==> src/rtl/sequencer_pkg.sv <==
`default_nettype none
// ============================================================================
// Module      : sequencer_pkg
// Description : Shared state encoding and dead-time default for the sequencer
//               output path (dot_deadtime_guard, sequencer_chip).
// Revision    : 1.0 - initial release
// ============================================================================
package sequencer_pkg;

    typedef logic [1:0] guard_state_t;

    localparam guard_state_t c_ST_IDLE  = 2'd0;
    localparam guard_state_t c_ST_DRIVE = 2'd1;
    localparam guard_state_t c_ST_DEAD  = 2'd2;
    localparam guard_state_t c_ST_FAULT = 2'd3;

    localparam int c_DEAD_CYCLES_DEFAULT = 4;

endpackage : sequencer_pkg
`default_nettype wire

==> src/rtl/dot_deadtime_guard.sv <==
`default_nettype none
// ============================================================================
// Module      : dot_deadtime_guard
// Description : Registered H-bridge command with reversal dead time and an
//               optional continuous on-time watchdog.
// Revision    : 1.0 - initial release
// ============================================================================
module dot_deadtime_guard
    import sequencer_pkg::*;
#(
    parameter int DEAD_CYCLES   = c_DEAD_CYCLES_DEFAULT,
    parameter int MAX_ON_CYCLES = 0,
    parameter int CNT_WIDTH     = 16
) (
    input  logic clock,
    input  logic reset_n,
    input  logic enable,
    input  logic data,
    output logic drive_en,
    output logic drive_dir,
    output logic dead_active,
    output logic fault
);

    localparam logic [CNT_WIDTH-1:0] c_DEAD_LOAD = CNT_WIDTH'(DEAD_CYCLES);
    localparam logic [CNT_WIDTH-1:0] c_ON_LAST   = CNT_WIDTH'(MAX_ON_CYCLES - 1);
    localparam logic [CNT_WIDTH-1:0] c_CNT_SAT   = '1;
    localparam logic                 c_WD_ON     = (MAX_ON_CYCLES != 0);

    guard_state_t           r_state;
    guard_state_t           w_state_next;
    logic [CNT_WIDTH-1:0]   r_dead_cnt;
    logic [CNT_WIDTH-1:0]   r_on_cnt;
    logic                   r_drive_dir;
    logic                   r_drive_en;
    logic                   r_dead_active;
    logic                   r_fault;
    logic                   w_drive_en;
    logic                   w_dead_active;
    logic                   w_fault;

    // State and status flops; status bits are decoded from the next state so
    // every output comes straight from a flop.
    always_ff @(posedge clock or negedge reset_n) begin
        if (!reset_n) begin
            r_state       <= c_ST_IDLE;
            r_drive_en    <= 1'b0;
            r_dead_active <= 1'b0;
            r_fault       <= 1'b0;
        end else begin
            r_state       <= w_state_next;
            r_drive_en    <= w_drive_en;
            r_dead_active <= w_dead_active;
            r_fault       <= w_fault;
        end
    end

    always_comb begin
        w_state_next = r_state;
        case (r_state)
            c_ST_IDLE: begin
                if (enable) w_state_next = c_ST_DRIVE;
            end
            c_ST_DRIVE: begin
                if (!enable)                                 w_state_next = c_ST_IDLE;
                else if (data != r_drive_dir)                w_state_next = c_ST_DEAD;
                else if (c_WD_ON && r_on_cnt == c_ON_LAST)   w_state_next = c_ST_FAULT;
            end
            c_ST_DEAD: begin
                if (!enable)                                 w_state_next = c_ST_IDLE;
                else if (r_dead_cnt == CNT_WIDTH'(1))        w_state_next = c_ST_DRIVE;
            end
            default: begin
                if (!enable) w_state_next = c_ST_IDLE;
            end
        endcase
    end

    always_comb begin
        w_drive_en    = (w_state_next == c_ST_DRIVE);
        w_dead_active = (w_state_next == c_ST_DEAD);
        w_fault       = (w_state_next == c_ST_FAULT);
    end

    // Direction is only ever loaded on entry to DRIVE, which is what keeps a
    // live bridge from flipping polarity in a single edge.
    always_ff @(posedge clock or negedge reset_n) begin
        if (!reset_n) begin
            r_drive_dir <= 1'b0;
            r_dead_cnt  <= '0;
            r_on_cnt    <= '0;
        end else begin
            case (r_state)
                c_ST_IDLE: begin
                    if (w_state_next == c_ST_DRIVE) begin
                        r_drive_dir <= data;
                        r_on_cnt    <= '0;
                    end
                end
                c_ST_DRIVE: begin
                    if (w_state_next == c_ST_DEAD) begin
                        r_dead_cnt <= c_DEAD_LOAD;
                    end else if (w_state_next == c_ST_DRIVE && r_on_cnt != c_CNT_SAT) begin
                        r_on_cnt <= r_on_cnt + CNT_WIDTH'(1);
                    end
                end
                c_ST_DEAD: begin
                    if (w_state_next == c_ST_DRIVE) begin
                        r_drive_dir <= data;
                        r_on_cnt    <= '0;
                    end else if (w_state_next == c_ST_DEAD) begin
                        r_dead_cnt <= r_dead_cnt - CNT_WIDTH'(1);
                    end
                end
                default: ;
            endcase
        end
    end

    assign drive_en    = r_drive_en;
    assign drive_dir   = r_drive_dir;
    assign dead_active = r_dead_active;
    assign fault       = r_fault;

endmodule : dot_deadtime_guard
`default_nettype wire

==> config.mk <==
export PLATFORM = sky130hd
export DESIGN_NAME = dot_deadtime_guard
export DESIGN_NICKNAME = d
export VERILOG_FILES = /design/src/rtl/sequencer_pkg.sv /design/src/rtl/dot_deadtime_guard.sv
export SDC_FILE = /design/constraint.sdc
export NUM_CORES = 1
export LEC_CHECK = 0
export BUFFER_PORTS_ARGS = -buffer_cell sky130_fd_sc_hd__buf_2
export CORE_MARGIN = 3
export CORE_UTILIZATION = 62
export CTS_CLUSTER_SIZE = 20
export DETAILED_ROUTE_END_ITERATION = 7
export GPL_TIMING_DRIVEN = 0
export PLACE_DENSITY = 0.79
export SYNTH_ARGS = -nofsm -noshare
export SYNTH_HDL_FRONTEND = slang
export SYNTH_SLANG_ARGS = --single-unit
==> constraint.sdc <==
create_clock -name clock -period 3.7 [get_ports clock]
set_input_delay 0.37 -clock clock [delete_from_list [all_inputs] [get_ports clock]]
set_output_delay 0.37 -clock clock [all_outputs]
set_load 0.005 [all_outputs]
Word level (Yosys, flattened, before mapping)
Cells that the tools add are included.
- bits in registers: 22
- input port bits: 4
- word-level logic and storage cells: 33
- add/sub/neg operators: 1
- equal/unequal tests: 10
- multiplexer cells: 11
- reduce and logical (&&, ||, !) cells: 5
- operators by type and width (operator ; count):
    $mux W16 ; 3
    $pmux W16 S2 ; 1
    $eq A16 B1 Y1 const B ; 1
    $sub A16 B1 Y16 const B ; 1
    $mux W2 ; 6
    $eq A2 B2 Y1 const B ; 3
    $ne A2 B2 Y1 const B ; 3
    $pmux W2 S3 ; 1
    $eq A2 B1 Y1 const B ; 2
    $reduce_and A4 Y1 ; 1
    $logic_not A2 Y1 ; 1
    $reduce_and A2 Y1 ; 1
    $reduce_bool A2 Y1 ; 1
    $reduce_or A2 Y1 ; 1
    $ne A1 B1 Y1 ; 1

Logic depth before layout (Yosys ltp)
- word-level depth: 8
- mapped depth: 7
- depth with buffers taken out: 7

Worst setup path after synthesis
OpenSTA, ideal clock, no wires.
- kind: register -> register
- from: register r_dead_cnt[14]
- to: register r_drive_dir (netlist: drive_dir)
- arrival: 1.719 ns
- data required time: 3.575 ns
- slack: 1.856 ns
- cell stages (with the launch flop): 6
- path buffers: 0
- clock period less this slack: 1.844 ns
- cells stage by stage: dfrtp_1 or3_4 or3_4 o21ai_2 nand3b_2 mux2_4
- longest elaborated chain between the ends: 6
- ends and longest elaborated chain (item ; RTL line ; text):
    from (decl) ; dot_deadtime_guard.sv:32 ; logic [CNT_WIDTH-1:0] r_dead_cnt;
    from (signal assigned) ; dot_deadtime_guard.sv:102 ; r_dead_cnt <= c_DEAD_LOAD;
    from (signal assigned) ; dot_deadtime_guard.sv:112 ; r_dead_cnt <= r_dead_cnt - CNT_WIDTH'(1);
    $eq A16 B1 Y1 ; dot_deadtime_guard.sv:71 ; else if (r_dead_cnt == CNT_WIDTH'(1)) w_state_next = c_ST_DRIVE;
    $mux W2 ; dot_deadtime_guard.sv:71 ;
    $mux W2 ; dot_deadtime_guard.sv:70 ; if (!enable) w_state_next = c_ST_IDLE;
    $pmux W2 S3 ; dot_deadtime_guard.sv:60 ; case (r_state)
    $eq A2 B1 Y1 ; dot_deadtime_guard.sv:95, dot_deadtime_guard.sv:108 ;
    $reduce_and A2 Y1 (no line) ; - ;
    to (signal assigned) ; dot_deadtime_guard.sv:96 ; r_drive_dir <= data;
    to (signal assigned) ; dot_deadtime_guard.sv:109 ; r_drive_dir <= data;
    to (decl) ; dot_deadtime_guard.sv:34 ; logic r_drive_dir;
No other way between the ends.
A chain may end at the register's enable or synchronous reset.

Worst setup path in the final report
- from: register r_state[0]
- to: register r_dead_cnt[9]
- longest elaborated chain between the ends: 6
- ends and longest elaborated chain (item ; RTL line ; text):
    from (decl) ; dot_deadtime_guard.sv:30 ; guard_state_t r_state;
    from (signal assigned) ; dot_deadtime_guard.sv:46 ; r_state <= c_ST_IDLE;
    from (signal assigned) ; dot_deadtime_guard.sv:51 ; r_state <= w_state_next;
    $mux W2, on equally long branches ; dot_deadtime_guard.sv:71, dot_deadtime_guard.sv:66 ;
    $mux W2, on equally long branches ; dot_deadtime_guard.sv:70, dot_deadtime_guard.sv:65 ;
    $pmux W2 S3 ; dot_deadtime_guard.sv:60 ;
    $eq A2 B2 Y1 or $eq A2 B1 Y1 (tied branches) ; dot_deadtime_guard.sv:101, dot_deadtime_guard.sv:111, dot_deadtime_guard.sv:108 ;
    $ne A2 B2 Y1 (no line) ; - ;
    $reduce_and A4 Y1 (no line) ; - ;
Parallel ways exist; a longest one is shown, timed or not.

==> flow_metrics.py <==
metrics = {
    "run_status": {
        "status": "complete, no violations",
    },
    "critical_path": {
        "reg2reg_slack_ps": 1720,
        "path_class": "flip-flop to flip-flop",
        "path_max_fanout": 9,
        "cp.depth": 6,
        "path_cells": "clkbuf_1 > nand3b_1 > or3_4 > a211o_1 > nor3_1 > mux2i_1",
        "start_kind": "flip-flop",
        "cp_slowest_cell": "dfrtp_1",
        "cp-endpoint": "r_dead_cnt[9]",
        "startpoint": "r_state[0]",
        "worst-path-buf-inv": 1,
        "arrival_ps": 2210,
        "cp-end-kind": "flip-flop",
        "max_stage_delay_ps": 380,
        "crit_required_ps": 3930,
        "cp_top_family": "simple AND/OR/NAND/NOR gates",
        "rr_endpoint": "r_dead_cnt[9]",
        "ff2ff_path_depth": 6,
        "r2r_start": "r_state[0]",
    },
    "synth": {
        "synth.distinct_cells": 40,
        "synthMuxAreaShare": 0.0562,
        "ys_seq_area_frac": 0.476,
        "netlist_area_um2": 1160,
        "yosys.area_share.adder": 0.0216,
        "avgSynthCellArea_um2": 10.2,
        "synth_ff_type": "dfrtp_1",
        "synth_edf_count": 0,
        "synth_compound_area_frac": 0.114,
        "async_flop_share": 1.00,
        "syn-num-nets": 119,
        "ys_ff_latch": 22,
        "synthXorXnorAreaFrac": 0.0378,
        "synth-simple-area-share": 0.278,
        "synthCells": 113,
        "yosys_warnings": 0,
        "synth_top_family_by_area": "simple AND/OR/NAND/NOR gates",
    },
    "cts": {
        "tritoncts.num_buffers": 3,
        "ctsHoldBuffers": 0,
        "post_cts_buffers": 0,
        "cts.clk_slew.worst_paths_ps": 110,
        "ctsResizeCount": 0,
        "htreeDepth": 1,
        "clock_latency_ps": 300,
        "clk_path_buf_depth": 2,
        "clock_sinks": 22,
        "cts_root_buffer": "clkbuf_4",
        "cts_tree": "built",
    },
    "routing": {
        "viasPerCell": 6.08,
        "vias": 887,
        "wl_per_cell_um": 14.2,
        "ant_nets": 0,
        "drc": 0,
        "drt-initial-drc-count": 16,
        "drt-total-wl_mm": 2.07,
        "drt_pass1_iterations": 4,
    },
    "place": {
        "io_buffers": 6,
        "place_ws_ps": 1760,
        "gp_congestion": 0.811,
        "place_inst": 143,
        "dp_hpwl_mm": 1.55,
    },
    "sta": {
        "slew_headroom": 0.635,
        "fmax_ghz": 0.505,
        "drv_slew": 0,
        "tns_ps": 0,
        "fin_crit_sh": 0.535,
        "hold_viol": 0,
        "layout_setup_ws_ps": 1720,
        "period_minus_slack_ps": 1980,
        "worstMarginPinSlew_ps": 533,
        "skew_ps": 3.57,
        "setup_viol_count_final": 0,
        "rsz0062_at_grt": "false",
    },
    "global_route": {
        "grt_usage": 0.203,
        "grt_max_degree": 23,
        "antenna_found_initial": 0,
        "first_global_vias": 866,
        "grt_pass1_wl_mm": 3.73,
        "globalRouteOverflowTotal": 0,
    },
    "floorplanning": {
        "die_h_um": 49.2,
        "core_um2": 1630,
        "die-area_um2": 2420,
        "rows": 14,
        "ios": 8,
        "die_w_um": 49.2,
        "initial_utilization": 0.710,
    },
    "finish": {
        "final_cell_count_no_fill": 146,
        "nNetsFinal": 130,
        "area_delta_synth_final_pct": 7.14,
        "final_util": 0.761,
        "drive_above_1_share": 0.156,
        "num_antenna_cells": 0,
    },
    "worst_hold_path": {
        "min_path_type": "input port to async pin",
    },
    "pwr": {
        "p_leak_nw": 0.569,
        "power.density_nw_per_um2": 814,
        "total_power_mw": 1.01,
        "ir_drop_mv": 0.485,
    },
    "job": {
        "max-cap-violations": 0,
    },
}
==> layout by cell type (no fill, tap or decap), types with 2 or more instances in the layout <==
master,n
nor3_1,7
mux2i_1,5
nand3b_1,2
inv_1,2
and3_1,3
nand3_1,6
or3_1,3
clkbuf_4,3
ha_1,2
a211o_1,2
dfrtp_1,22
or3_4,3
nor2_1,15
nand2_1,8
xor2_1,3
buf_2,7
xnor2_1,2
o21ai_0,3
clkbuf_1,2
==> area by class of cell <==
| class | count | area [um2] |
|---|---|---|
| well taps | 24 | 30.0 |
| flip-flops and latches | 22 | 551 |
| plain buffers | 3 | 12.5 |
| repair buffers | 6 | 30.0 |
| inverters | 2 | 7.51 |
| multi-input cells | 86 | 587 |
| fillers | 126 | 389 |
| clock buffers | 3 | 22.5 |
==> per-stage QoR <==
step	cell area, um2	hold WS (ps)
6_report	1240	8.96
4_1_cts	1240	17.6
3_5_place_dp	1220	354
2_1_floorplan	1160	74.4
3_3_place_gp	1220	346
5_1_grt	1240	20.0
==> synth_stat cells (2+ instances only) <==
| cell type | count | area share |
|---|---|---|
| dfrtp_1 | 22 | 0.48 |
| nor2_1 | 15 | 0.049 |
| nand2_1 | 8 | 0.026 |
| nor3_1 | 7 | 0.030 |
| nand3_1 | 6 | 0.026 |
| mux2i_1 | 5 | 0.043 |
| and3_1 | 3 | 0.016 |
| o21ai_0 | 3 | 0.013 |
| or3_1 | 3 | 0.016 |
| or3_4 | 3 | 0.029 |
| xor2_1 | 3 | 0.023 |
| a211o_1 | 2 | 0.015 |
| clkbuf_1 | 2 | 0.0065 |
| ha_1 | 2 | 0.022 |
| inv_1 | 2 | 0.0065 |
| nand3b_1 | 2 | 0.013 |
| xnor2_1 | 2 | 0.015 |
==> sequential cells by signal (all words and copies together), names as in the netlist <==
name	count
drive_en	1
dead_active	1
fault	1
r_dead_cnt	16
drive_dir	1
r_state	2
==> layer usage <==
metal / vias up / track usage / routed length (um)
met3: 5 / 0.0398 / 71
met2: 15 / 0.353 / 1050
met1: 434 / 0.231 / 913
met4: 0 / 0.109 / 41
li1: 433 / - / -
met5: - / 0 / 0
==> power breakdown <==
part           total, mW  switching (mW)  internal [mW]
registers          0.453           0.111          0.342
logic              0.453           0.252          0.201
clock network      0.104          0.0661         0.0380
==> kinds of logic after synthesis <==
kind of cell	Yosys count
AOI/OAI and AO/OA	17
xor gates and xnor gates	5
adders and majority gates	2
buffers and inverters	5
DFF	22
muxes	6
and+or+nand+nor	56
==> worst min path at each step <==
stage	end	cells after the start	slack, ps	start
3_3_place_gp	drive_dir	1	350	reset_n
5_1_grt	drive_en	1	20	reset_n
4_1_cts	fault	1	20	reset_n
2_1_floorplan	dead_active	0	70	reset_n
3_5_place_dp	fault	1	350	reset_n
6_report	drive_dir	1	9	reset_n
==> worst register-to-register path, cell delays in order (launching register included) <==
cell	delay (ps)
dfrtp_1	380
clkbuf_1	170
nand3b_1	230
or3_4	380
a211o_1	340
nor3_1	210
mux2i_1	200
Power figures use the tool's default switching activity.
